===== src/rtl/dmem_ctrl_if.sv =====
// ============================================================================
//  Module      : dmem_ctrl_if
//  Description : CPU-side and memory-side signal bundle for the data-memory
//                controller. "slave" is the controller view, "master" is the
//                view of whatever drives the CPU and memory sides.
//  Revision    : 1.0 - initial release
// ============================================================================
`default_nettype none

interface dmem_ctrl_if;
    // CPU side
    logic        memRead_in;
    logic        memWrite_in;
    logic [31:0] addr_in;
    logic [31:0] writeData_in;
    logic [31:0] readData_out;
    logic        stall_out;
    logic        misalign_out;
    logic        busErr_out;
    // Memory side
    logic        memReq_out;
    logic        memWe_out;
    logic [29:0] memAddr_out;
    logic [31:0] memWData_out;
    logic        memAck_in;
    logic [31:0] memRData_in;

    modport slave (
        input  memRead_in, memWrite_in, addr_in, writeData_in,
        input  memAck_in, memRData_in,
        output readData_out, stall_out, misalign_out, busErr_out,
        output memReq_out, memWe_out, memAddr_out, memWData_out
    );

    modport master (
        output memRead_in, memWrite_in, addr_in, writeData_in,
        output memAck_in, memRData_in,
        input  readData_out, stall_out, misalign_out, busErr_out,
        input  memReq_out, memWe_out, memAddr_out, memWData_out
    );
endinterface

`default_nettype wire


===== src/rtl/dmem_ctrl.sv =====
// ============================================================================
//  Module      : dmem_ctrl
//  Description : Single-outstanding data-memory access controller. Turns CPU
//                load/store levels into a held memory request, stalls the CPU
//                until ack, rejects misaligned accesses and aborts on timeout.
//  Revision    : 1.0 - initial release
// ============================================================================
`default_nettype none

module dmem_ctrl #(
    parameter int unsigned TIMEOUT = 15     // max REQ cycles without ack, 1..255
) (
    input  wire logic  clk,
    input  wire logic  reset,               // asynchronous, active low
    dmem_ctrl_if.slave bus
);

    typedef enum logic [1:0] {
        IDLE = 2'd0,
        REQ  = 2'd1,
        DONE = 2'd2
    } state_t;

    // Count value seen in the final permitted REQ cycle; an ack in that
    // cycle still wins over the timeout.
    localparam logic [7:0] LAST_WAIT = 8'(TIMEOUT - 1);

    state_t     state;
    logic [7:0] wait_cnt;
    logic       access;
    logic       aligned;

    assign access  = bus.memRead_in | bus.memWrite_in;
    assign aligned = (bus.addr_in[1:0] == 2'b00);

    // Stall is combinational so the CPU holds PC in the very cycle it asks;
    // gating with reset keeps the CPU free while the controller is held off.
    assign bus.stall_out = reset & (((state == IDLE) & access) | (state == REQ));

    // Main FSM with registered memory-side and status outputs.
    always_ff @(posedge clk or negedge reset) begin
        if (!reset) begin
            state            <= IDLE;
            wait_cnt         <= 8'd0;
            bus.memReq_out   <= 1'b0;
            bus.memWe_out    <= 1'b0;
            bus.memAddr_out  <= 30'd0;
            bus.memWData_out <= 32'd0;
            bus.readData_out <= 32'd0;
            bus.misalign_out <= 1'b0;
            bus.busErr_out   <= 1'b0;
        end else begin
            // Status pulses live for exactly the DONE cycle.
            bus.misalign_out <= 1'b0;
            bus.busErr_out   <= 1'b0;
            case (state)
                IDLE: begin
                    if (access) begin
                        if (aligned) begin
                            // Write wins when both levels are high.
                            bus.memAddr_out  <= bus.addr_in[31:2];
                            bus.memWData_out <= bus.writeData_in;
                            bus.memWe_out    <= bus.memWrite_in;
                            bus.memReq_out   <= 1'b1;
                            wait_cnt         <= 8'd0;
                            state            <= REQ;
                        end else begin
                            bus.misalign_out <= 1'b1;
                            state            <= DONE;
                        end
                    end
                end
                REQ: begin
                    if (bus.memAck_in) begin
                        if (!bus.memWe_out) begin
                            bus.readData_out <= bus.memRData_in;
                        end
                        bus.memReq_out <= 1'b0;
                        state          <= DONE;
                    end else begin
                        wait_cnt <= wait_cnt + 8'd1;
                        if (wait_cnt == LAST_WAIT) begin
                            bus.memReq_out <= 1'b0;
                            bus.busErr_out <= 1'b1;
                            state          <= DONE;
                        end
                    end
                end
                DONE: begin
                    state <= IDLE;
                end
                default: begin
                    bus.memReq_out <= 1'b0;
                    state          <= IDLE;
                end
            endcase
        end
    end

endmodule

`default_nettype wire


===== src/flat_wrapper.sv =====
// flat-port wrapper written by rule: the top's interface ports become plain ports
module dmem_ctrl_flat 
#(
    parameter int unsigned TIMEOUT = 15                                          
)
  (clk, reset, bus_memRead_in, bus_memWrite_in, bus_addr_in, bus_writeData_in, bus_memAck_in, bus_memRData_in, bus_readData_out, bus_stall_out, bus_misalign_out, bus_busErr_out, bus_memReq_out, bus_memWe_out, bus_memAddr_out, bus_memWData_out);
  dmem_ctrl_if bus_i ();
  input  wire logic clk;
  input  wire logic reset;
  input wire logic [$bits(bus_i.memRead_in)-1:0] bus_memRead_in;
  input wire logic [$bits(bus_i.memWrite_in)-1:0] bus_memWrite_in;
  input wire logic [$bits(bus_i.addr_in)-1:0] bus_addr_in;
  input wire logic [$bits(bus_i.writeData_in)-1:0] bus_writeData_in;
  input wire logic [$bits(bus_i.memAck_in)-1:0] bus_memAck_in;
  input wire logic [$bits(bus_i.memRData_in)-1:0] bus_memRData_in;
  output wire logic [$bits(bus_i.readData_out)-1:0] bus_readData_out;
  output wire logic [$bits(bus_i.stall_out)-1:0] bus_stall_out;
  output wire logic [$bits(bus_i.misalign_out)-1:0] bus_misalign_out;
  output wire logic [$bits(bus_i.busErr_out)-1:0] bus_busErr_out;
  output wire logic [$bits(bus_i.memReq_out)-1:0] bus_memReq_out;
  output wire logic [$bits(bus_i.memWe_out)-1:0] bus_memWe_out;
  output wire logic [$bits(bus_i.memAddr_out)-1:0] bus_memAddr_out;
  output wire logic [$bits(bus_i.memWData_out)-1:0] bus_memWData_out;
  assign bus_i.memRead_in = bus_memRead_in;
  assign bus_i.memWrite_in = bus_memWrite_in;
  assign bus_i.addr_in = bus_addr_in;
  assign bus_i.writeData_in = bus_writeData_in;
  assign bus_i.memAck_in = bus_memAck_in;
  assign bus_i.memRData_in = bus_memRData_in;
  assign bus_readData_out = bus_i.readData_out;
  assign bus_stall_out = bus_i.stall_out;
  assign bus_misalign_out = bus_i.misalign_out;
  assign bus_busErr_out = bus_i.busErr_out;
  assign bus_memReq_out = bus_i.memReq_out;
  assign bus_memWe_out = bus_i.memWe_out;
  assign bus_memAddr_out = bus_i.memAddr_out;
  assign bus_memWData_out = bus_i.memWData_out;
  dmem_ctrl #(.TIMEOUT(TIMEOUT)) u_core (.clk(clk), .reset(reset), .bus(bus_i));
endmodule

===== config.mk =====
export PLATFORM = sky130hd
export DESIGN_NAME = dmem_ctrl_flat
export DESIGN_NICKNAME = d
export VERILOG_FILES = /design/src/rtl/dmem_ctrl_if.sv /design/src/rtl/dmem_ctrl.sv /design/src/flat_wrapper.sv
export SDC_FILE = /design/constraint.sdc
export NUM_CORES = 1
export LEC_CHECK = 0
export ABC_AREA = 1
export BUFFER_PORTS_ARGS = -buffer_cell sky130_fd_sc_hd__clkbuf_2
export CAP_MARGIN = 25
export CORE_MARGIN = 8
export CORE_UTILIZATION = 47
export CTS_CLUSTER_DIAMETER = 50
export DETAILED_ROUTE_END_ITERATION = 12
export PLACE_DENSITY = 0.79
export SYNTH_ARGS = -nofsm -noshare
export SYNTH_HDL_FRONTEND = slang
export SYNTH_SLANG_ARGS = --single-unit

===== constraint.sdc =====
create_clock -name clk -period 1.5 [get_ports clk]
set_input_delay 0.3 -clock clk [delete_from_list [all_inputs] [get_ports clk]]
set_output_delay 0.3 -clock clk [all_outputs]
set_load 0.03 [all_outputs]

* After elaboration in Yosys (flattened, before gate mapping)
Index checks and enable logic that the tools add are counted.
** Cells by class
- $add $sub $neg :: 1
- Equal/unequal tests :: 7
- Muxes and demuxes :: 20
- Bitwise operators :: 6
- Reduce and logical (&&, ||, !) cells :: 8
** Operators with widths (number)
- 8-bit two-way mux :: 3
- 8-bit one-hot mux with 2 select lines :: 1
- 1-bit two-way mux :: 10
- 8-bit by 1-bit adder with 8-bit output (second input constant) :: 1
- 8-bit by 4-bit equality test with 1-bit output (second input constant) :: 1
- 2-bit two-way mux :: 4
- 4-bit AND reduction :: 2
- 3-bit AND reduction :: 2
- 2-bit zero test :: 2
- 2-bit by 1-bit != test with 1-bit output (second input constant) :: 2
- 2-bit one-hot mux with 2 select lines :: 1
- 3-bit != test (second input constant) :: 1
- 1-bit one-hot mux with 3 select lines :: 1
- 1-bit AND :: 2
- 2-bit by 1-bit equality test with 1-bit output (second input constant) :: 1
- 2-bit equality test (second input constant) :: 1
- 2-bit != test (second input constant) :: 1
- 1-bit inverter :: 2
- 1-bit bitwise OR :: 2
- 2-bit AND reduction :: 1
- 2-bit nonzero test :: 1
** Word-level totals
- Register bits after elaboration :: 108
- Input port bits :: 101
- Word-level logic and storage cells :: 51

* Depth between registers and ports, before layout
Gate-level depths: netlist (run 1).
- Word-level depth :: 4
- Depth in mapped cells :: 8
- Depth with buffers taken out :: 7

* Worst setup path after synthesis (run 1)
Ideal clock, no wire load.
- Path type :: register to output
- Start :: register u_core.state[1]
- End :: output port bus_stall_out
- Data arrival time :: 1063 ps
- Required time :: 1200 ps
- Setup slack :: 137 ps
- Stages on the path, launching flop included :: 4
- Buffers on the path :: 0
- Path through :: dfrtp_1 -> inv_1 -> o21ai_0 -> nor2_1
** On the way
- Longest elaborated chain between the ends :: 4
- Elaborated cells on any way between the ends :: 5
- Those cells by class :: 1 x eq/ne; 3 x bitwise; 1 x reduce/logical
** Ends and longest elaborated chain
- start: declaration :: line dmem_ctrl.sv:28 : state_t state;
- start signal: assignment :: line dmem_ctrl.sv:43 : state <= IDLE;
- start signal: assignment :: line dmem_ctrl.sv:66 : state <= REQ;
- start signal: assignment :: line dmem_ctrl.sv:69 : state <= DONE;
- 2-bit zero test :: line dmem_ctrl.sv:38 : assign bus.stall_out = reset & (((state == IDLE) & access) | (state == REQ));
- 1-bit AND :: line dmem_ctrl.sv:38
- 1-bit bitwise OR * :: line dmem_ctrl.sv:38
- 1-bit AND * :: line dmem_ctrl.sv:38
- end: declaration :: line flat_wrapper.sv:17 : output wire logic [$bits(bus_i.stall_out)-1:0] bus_stall_out;
Every way passes the cells marked *; elsewhere a longest branch is shown, timed or not.

* Worst setup path after layout (run 1)
Same ends and word-level chain as after synthesis.

==> results.yml, run 1 <==
cts:
  cts_hold_buf: 0
  h-tree-depth: 3
  cts_max_path_buffers: 2
  cts_tree: "built"
  cts.sinks: 108
  insertion_delay_ps: 370
  cts_buffers: 9
  root_buffer: "clkbuf_8"
  clk_transition_reported_paths_ps: 100
timing:
  clock-skew-final_ps: 16.8
  setup_ws_ps: 33.0
  setup_tns_ps: 0
  whs_ps: -5.89
  maxSlewViolCount: 0
  max_freq_mhz: 682
  fin_crit_sh_pct: 97.8
  period_needed_ps: 1470
  worstMarginPinSlew_ps: 596
  grt_setup_unrepaired: "yes"
  setup_viol: 0
  slew_headroom_pct: 60.2
  finalHoldViolCount: 6
global_routing:
  antenna_found_initial: 0
  grt_max_degree: 109
  grt_pass1_wl_um: 20300
  grt_overflow: 0
  grt_pass1_vias: 4040
  grtUsageTotal_pct: 19.5
synth:
  synth_nets: 555
  yosys_most_used_dff: "dfrtp_1"
  ys_ff_latch: 108
  yosysUniqueCellTypes: 24
  yosys_warnings: 0
  synth-xor-area-share_pct: 0
  syn_area_mm2: 0.00459
  synth_compound_area_share_pct: 1.31
  synth_seq_area_share_pct: 58.9
  synth_fa_ha_area_share_pct: 0.546
  avgSynthCellArea_um2: 10.1
  synthCells: 452
  synthArstFlopShare_pct: 100
  synth.area.mux_share_pct: 10.3
  synth_edf_count: 0
  synth-simple-area-share_pct: 24.6
  synth_top_family_by_area: "simple AND/OR/NAND/NOR gates"
finish:
  drive_gt1_share_pct: 42.1
  areaGrowthSynthToFinish_pct: 33.0
  final_cell_area_mm2: 0.00610
  nNetsFinal: 760
  num_antenna_cells: 0
  post-route-util_pct: 63.3
floorplanning:
  dieArea_mm2: 0.0132
  core_area_mm2: 0.00964
  io_pins: 200
  die_x_um: 115
  initial_core_util_pct: 47.6
  num_rows: 36
  die_h_um: 115
pwr:
  finalPower_mw: 15.6
  leakagePower_nw: 3.49
  powerDensity_mw_per_mm2: 2560
  ir_drop_mv: 1.23
outcome:
  outcome: "complete, but fails checks"
  violations: "negative hold slack"
setup_path:
  crit_path_start_kind: "flip-flop"
  endpoint_kind: "primary output"
  crit_type: "flip-flop to primary output"
  crit_required_ps: 1200
  cp.arrival_ps: 1170
  r2r-start: "u_core.state[0]$_DFFE_PN0P_"
  path_cells: "inv_2 -> o21ai_2 -> nor2_2 -> clkbuf_8"
  cp_num_buf_inv: 2
  slowest_stage: "dfrtp_2"
  rr_worst_depth: 6
  critPathMaxStageDelay_ps: 420
  crit_family: "flip-flops"
  r2r_slack_ps: 40
  worstReg2RegEnd: "u_core.bus.readData_out[23]$_DFFE_PN0P_"
  worstPathMaxFanout: 2
min_path:
  hp-class: "input port to asynchronous set/reset pin"
detailed_routing:
  m1WireLength_um: 5310
  dr_wl_met2_um: 6260
  post_drt_wl_per_cell_um: 16.1
  viasPerCell: 4.92
  wl_um: 12800
  ant_nets: 0
  top_signal_layer_used: "met4"
  drtIter0Drc: 288
  route.met3.wl_um: 1040
  vias: 3911
  first_pass_iters: 5
  drc: 0
placed_design:
  routabilityCongestion: 0.813
  dpl_cell_area_mm2: 0.00579
  portBuffers: 199
  dp_hpwl_um: 9530
  pre_cts_ws_ps: 39.1
job:
  cap_violations: 0
## kinds of logic after synthesis
family / after synthesis
AND/OR/NAND/NOR: 260
flip-flops: 108
buffers and inverters: 39
multiplexers: 32
AO/OA/AOI/OAI: 11
adder cells (fa/ha/maj): 2
## how the worst max path moves through the flow
| stage | from | endpoint | cells past startpoint |
|---|---|---|---|
| final | u_core.state[1]$_DFFE_PN0P_ | bus_stall_out | 4 |
| after global routing | u_core.state[1]$_DFFE_PN0P_ | bus_stall_out | 4 |
| after CTS | u_core.state[1]$_DFFE_PN0P_ | bus_stall_out | 4 |
| after detailed placement | u_core.state[1]$_DFFE_PN0P_ | u_core.wait_cnt[5]$_DFFE_PN0P_ | 4 |
| after global placement | u_core.state[1]$_DFFE_PN0P_ | u_core.wait_cnt[4]$_DFFE_PN0P_ | 4 |
| after floorplan | u_core.state[1]$_DFFE_PN0P_ | bus_stall_out | 3 |
## power by group
part / switching, mW / internal, mW
clock network: 1.00 / 1.12
logic: 5.58 / 2.86
registers: 0.761 / 4.28
## area by class of cell
class	instances	area, um2
multi-input combinational	305	1700
clock buffer	11	131
inverter	15	56.3
tap	133	166
fill	822	3540
sequential	108	2710
timing repair buffer	218	1240
clock inverter	5	109
## metal layers
metal  global-route usage (%)  vias up
met1                     23.6     1874
met3                     5.67       18
met4                     6.30        0
li1                         -     1863
met2                     32.6      156
met5                        0        -
## registers in the layout, summed over array words and instances, names as in the netlist
name                     cells
u_core.bus.busErr_out        1
u_core.bus.readData_out     32
u_core.bus.memAddr_out      30
u_core.bus.misalign_out      1
u_core.state                 2
u_core.wait_cnt              8
u_core.bus.memWe_out         1
u_core.bus.memWData_out     32
u_core.bus.memReq_out        1
## cell usage after synthesis (all sizes together), types with 2 or more instances
cell	instances	area, um2
a21oi	3	15.0
buf	22	135
clkbuf	2	7.51
dfrtp	108	2700
ha	2	25.0
inv	15	56.3
mux2	32	473
nand2	161	622
nand3	72	360
nand4	3	18.8
nor2	19	97.6
nor3	3	15.0
o21ai	6	30.0
o21bai	2	15.0
## placed cells by master, fill, tap and decap left out, drive strengths merged, types with 2 or more instances in the layout
| cell type | count |
|---|---|
| clkbuf | 209 |
| nand2 | 161 |
| dfrtp | 108 |
| nand3 | 72 |
| mux2 | 32 |
| buf | 20 |
| nor2 | 19 |
| inv | 16 |
| o21ai | 6 |
| nor3 | 3 |
| a21oi | 3 |
| nand4 | 3 |
| bufinv | 3 |
| o21bai | 2 |
| ha | 2 |
## repair_timing
action,4_1_cts,5_1_grt
pin swaps,1,4
gates cloned,0,0
setup endpoints to repair,1,68
buffers inserted,3,4
resized for setup,8,3
## metrics by stage
stage,hold WS [ps],instances
global placement,434,772
floorplan,4.41,452
global route,59.4,795
finish,-5.89,795
detailed placement,451,772
CTS,39.0,791
(Power assumes the default switching activity.)
==> run 2: changes to the inputs <==
CORE_UTILIZATION = 35   (was 47)
PLACE_DENSITY = not set   (was 0.79)
==> results.yml, run 2 (synthesized netlist as in run 1, its figures left out) <==
outcome:
  outcome: "completed"
setup_path:
  crit_required_ps: 1730
  endpoint_kind: "flip-flop"
  worstPathMaxFanout: 19
  crit_type: "flip-flop to flip-flop"
  crit_path_start_kind: "flip-flop"
  cp.arrival_ps: 1700
cts:
  cts_hold_buf: 0
  insertion_delay_ps: 350
  cts_buffers: 9
  cts_tree: "built"
  clk_transition_reported_paths_ps: 70
  cts.sinks: 108
  cts_max_path_buffers: 2
  h-tree-depth: 3
  root_buffer: "clkbuf_16"
pwr:
  p_comb_share_pct: 53.6
  leakagePower_nw: 3.55
  seq_power_share_pct: 31.4
  ir_drop_mv: 1.57
  powerDensity_mw_per_mm2: 2570
  p_int_mw: 8.70
  finalPower_mw: 16.1
  switchingPower_mw: 7.44
  p_clk_share_pct: 15.0
  sw_frac_of_total_pct: 46.1
global_routing:
  grt_pass1_vias: 3974
  grtUsageTotal_pct: 15.0
  grt_pass1_wl_um: 20000
  grt_max_degree: 109
  grt_overflow: 0
  antenna_found_initial: 0
timing:
  whs_ps: 52.3
  clock-skew-final_ps: 9.04
  setup_ws_ps: 32.2
  slew_headroom_pct: 62.3
  maxSlewViolCount: 0
  setup_viol: 0
  fin_crit_sh_pct: 97.9
  grt_setup_unrepaired: "yes"
  period_needed_ps: 1470
  worstMarginPinSlew_ps: 566
  finalHoldViolCount: 0
  max_freq_mhz: 681
finish:
  post-route-util_pct: 48.2
  final_cell_mix: "clkbuf_2 (197), nand2_1 (158), dfrtp_1 (106)"
  areaGrowthSynthToFinish_pct: 36.9
  top_regs: "u_core.bus.memWData_out x32, u_core.bus.readData_out x32, u_core.bus.memAddr_out x30"
  nNetsFinal: 762
  final_cell_area_mm2: 0.00628
  fill_cells: 1265
  multiInputGateArea_mm2: 0.00170
  final_common_cell: "clkbuf_2"
  num_antenna_cells: 0
  drive_gt1_share_pct: 42.2
  seq_area_mm2: 0.00271
floorplanning:
  num_rows: 42
  dieArea_mm2: 0.0170
  io_pins: 200
  die_x_um: 130
  die_h_um: 130
  core_area_mm2: 0.0130
  initial_core_util_pct: 35.2
detailed_routing:
  drtIter0Drc: 228
  viasPerCell: 4.58
  ant_nets: 0
  vias: 3846
  drc: 0
  post_drt_wl_per_cell_um: 15.5
  first_pass_iters: 5
  wl_um: 13000
placed_design:
  dp_hpwl_um: 9430
  dpl_cell_area_mm2: 0.00586
  pre_cts_ws_ps: 68.7
  portBuffers: 199
  routabilityCongestion: 0.815
min_path:
  hp-class: "input port to asynchronous set/reset pin"
job:
  cap_violations: 0
-- run 2: power groups by stage --
stage          clock [mW]  combinational (mW)  sequential (mW)
2_1_floorplan           0                3.18             7.60
3_3_place_gp            0                8.20             5.09
3_5_place_dp            0                8.31             5.13
4_1_cts              2.51                8.45             5.06
5_1_grt              2.63                9.32             5.23
6_report             2.43                8.65             5.06
-- run 2: cell type report --
cell class | instances | share of cell area (%)
Clock buffer | 13 | 4.15
Clock inverter | 3 | 0.698
Inverter | 15 | 0.937
Multi-Input combinational cell | 305 | 27.1
Sequential cell | 108 | 43.1
Tap cell | 176 | 3.51
Timing Repair Buffer | 220 | 20.6
-- run 2: layer usage --
layer  track usage (%)  part of all wire (%)  vias to the layer above
met5                 0                     0                        -
met4              8.04                   3.3                        0
met3              4.14                   8.9                       27
met2              24.1                    47                      158
met1              17.9                    41                     1782
li1                  -                     -                     1879
-- run 2: metrics by stage --
stage / TNS [ps] / instances
floorplan: 0 / 452
global placement: 0 / 817
detailed placement: 0 / 817
CTS: 0 / 836
global route: -153 / 840
finish: 0 / 840
-- run 2: path summary, 6_finish.rpt --
check | from | endpoint | slack [ps] | cells past startpoint
worst max-delay path | u_core.state[1]$_DFFE_PN0P_ | u_core.bus.memWData_out[31]$_DFFE_PN0P_ | 30 | 7
max in group asynchronous | reset | u_core.bus.readData_out[10]$_DFFE_PN0P_ | 1030 | 2
worst max register to register | u_core.state[1]$_DFFE_PN0P_ | u_core.bus.memWData_out[31]$_DFFE_PN0P_ | 30 | 7
worst min register to register | u_core.bus.memAddr_out[20]$_DFFE_PN0P_ | u_core.bus.memAddr_out[20]$_DFFE_PN0P_ | 470 | 2
worst min-delay path | reset | u_core.wait_cnt[3]$_DFFE_PN0P_ | 50 | 2
min in group clk | bus_addr_in[28] | u_core.bus.memAddr_out[26]$_DFFE_PN0P_ | 170 | 3
-- run 2: what timing repair did --
item / 4_1_cts / 5_1_grt
endpoints found under the hold margin: 0 / 0
pin swaps: 0 / 3
cloned: 0 / 1
resized for setup: 7 / 7
setup buffers: 3 / 3
endpoints found under the setup margin: 1 / 72
-- run 2: worst max-delay path, cell delays in order (launching register included) --
cell       delay, ps
dfrtp_2          420
buf_4            180
nor2_4           200
buf_12           130
nand2_4          100
clkbuf_16        200
nand2_1           60
nand2_1           50
==> run 3: changes to the inputs <==
MAX_ROUTING_LAYER = met4   (was not set)
==> results.yml, run 3 (synthesized netlist as in run 1, its figures left out) <==
detailed_routing:
  viasPerCell: 4.58
  drtIter0Drc: 251
  first_pass_iters: 4
  wl_um: 13000
  post_drt_wl_per_cell_um: 15.5
  drc: 0
  vias: 3845
  ant_nets: 0
pwr:
  powerDensity_mw_per_mm2: 2570
  ir_drop_mv: 1.57
  leakagePower_nw: 3.55
  finalPower_mw: 16.1
setup_path:
  worstPathMaxFanout: 19
  endpoint_kind: "flip-flop"
  cp.arrival_ps: 1700
  r2r_slack_ps: 30
  crit_required_ps: 1730
  crit_type: "flip-flop to flip-flop"
  crit_path_start_kind: "flip-flop"
global_routing:
  grt_pass1_wl_um: 19900
  grt_overflow: 0
  antenna_found_initial: 0
  grt_pass1_vias: 3982
  grtUsageTotal_pct: 15.4
  grt_max_degree: 109
finish:
  seq_area_mm2: 0.00271
  multiInputGateArea_mm2: 0.00170
  num_antenna_cells: 0
  areaGrowthSynthToFinish_pct: 36.9
  nNetsFinal: 762
  fill_cells: 1265
  final_cell_mix: "clkbuf_2 (197), nand2_1 (158), dfrtp_1 (106)"
  drive_gt1_share_pct: 42.2
  final_cell_area_mm2: 0.00628
  final_common_cell: "clkbuf_2"
  top_regs: "u_core.bus.memWData_out x32, u_core.bus.readData_out x32, u_core.bus.memAddr_out x30"
  final_cells: 840
cts:
  cts_tree: "built"
  cts_hold_buf: 0
  h-tree-depth: 3
  cts.sinks: 108
  clk_transition_reported_paths_ps: 70
  insertion_delay_ps: 350
  cts_max_path_buffers: 2
  cts_buffers: 9
  root_buffer: "clkbuf_16"
floorplanning:
  io_pins: 200
  die_h_um: 130
  dieArea_mm2: 0.0170
  initial_core_util_pct: 35.2
  num_rows: 42
  core_area_mm2: 0.0130
  die_x_um: 130
timing:
  setup_viol: 0
  max_freq_mhz: 682
  maxSlewViolCount: 0
  whs_ps: 59.2
  setup_tns_ps: 0
  slew_headroom_pct: 62.0
  fin_crit_sh_pct: 97.7
  worstMarginPinSlew_ps: 570
  grt_setup_unrepaired: "yes"
  clock-skew-final_ps: 8.48
  finalHoldViolCount: 0
  period_needed_ps: 1470
job:
  cap_violations: 0
placed_design:
  dp_hpwl_um: 9430
  portBuffers: 199
  dp.cells: 817
  dpl_cell_area_mm2: 0.00586
  routabilityCongestion: 0.827
min_path:
  hp-class: "input port to asynchronous set/reset pin"
outcome:
  outcome: "completed"
==> run 3: cell counts in the layout (fill, tap and decap cells not counted) <==
Identical to the previous run, type by type.
==> run 3: where the power goes <==
group / internal (mW) / switching [mW]
sequential: 4.29 / 0.773
clock: 1.39 / 1.03
combinational: 3.02 / 5.63
total: 8.70 / 7.43
==> run 3: path summary, 6_finish.rpt <==
path                                                         from  cells past startpoint                                      end
setup / recovery                      u_core.state[1]$_DFFE_PN0P_                      7  u_core.bus.memWData_out[31]$_DFFE_PN0P_
hold / removal                                              reset                      2           u_core.wait_cnt[3]$_DFFE_PN0P_
setup reg to reg                      u_core.state[1]$_DFFE_PN0P_                      7  u_core.bus.memWData_out[31]$_DFFE_PN0P_
hold reg to reg            u_core.bus.memAddr_out[20]$_DFFE_PN0P_                      2   u_core.bus.memAddr_out[20]$_DFFE_PN0P_
max in group asynchronous                                   reset                      2              u_core.state[1]$_DFFE_PN0P_
min in group clk                                  bus_addr_in[28]                      3   u_core.bus.memAddr_out[26]$_DFFE_PN0P_
==> run 3: final cells by class <==
type	instances	area share, %
Inverter	15	0.937
Tap cell	176	3.51
Clock inverter	3	0.698
Clock buffer	13	4.15
Multi-Input combinational cell	305	27.1
Timing Repair Buffer	220	20.6
Sequential cell	108	43.1
==> run 3: per-stage QoR <==
stage,utilization [%],setup slack (ps)
3_3_place_gp,44.9,132
4_1_cts,47.6,21.3
2_1_floorplan,-,137
3_5_place_dp,44.9,68.7
6_report,48.2,34.4
5_1_grt,48.2,-20.6
==> run 3: worst max-delay path, cell delays in order, from the launching register on <==
cell and delay [ps]:
dfrtp_2 420, buf_4 180, nor2_4 200, buf_12 130, nand2_4 100, clkbuf_16 200
nand2_1 60, nand2_1 50
==> run 3: timing repair <==
| item | 4_1_cts | 5_1_grt |
|---|---|---|
| cloned | 0 | 1 |
| pin swaps | 0 | 3 |
| setup buffers | 3 | 3 |
| setup endpoints to repair | 1 | 72 |
| endpoints found under the hold margin | 0 | 0 |
| resized for setup | 7 | 7 |
==> run 3: metal layers <==
| metal | GRT usage (%) | wire (um) | up-vias |
|---|---|---|---|
| met1 | 18.3 | 5380 | 1792 |
| met2 | 24.2 | 6190 | 143 |
| met5 | - | 0 | - |
| met4 | 8.04 | 435 | 0 |
| li1 | - | - | 1880 |
| met3 | 3.33 | 1030 | 30 |
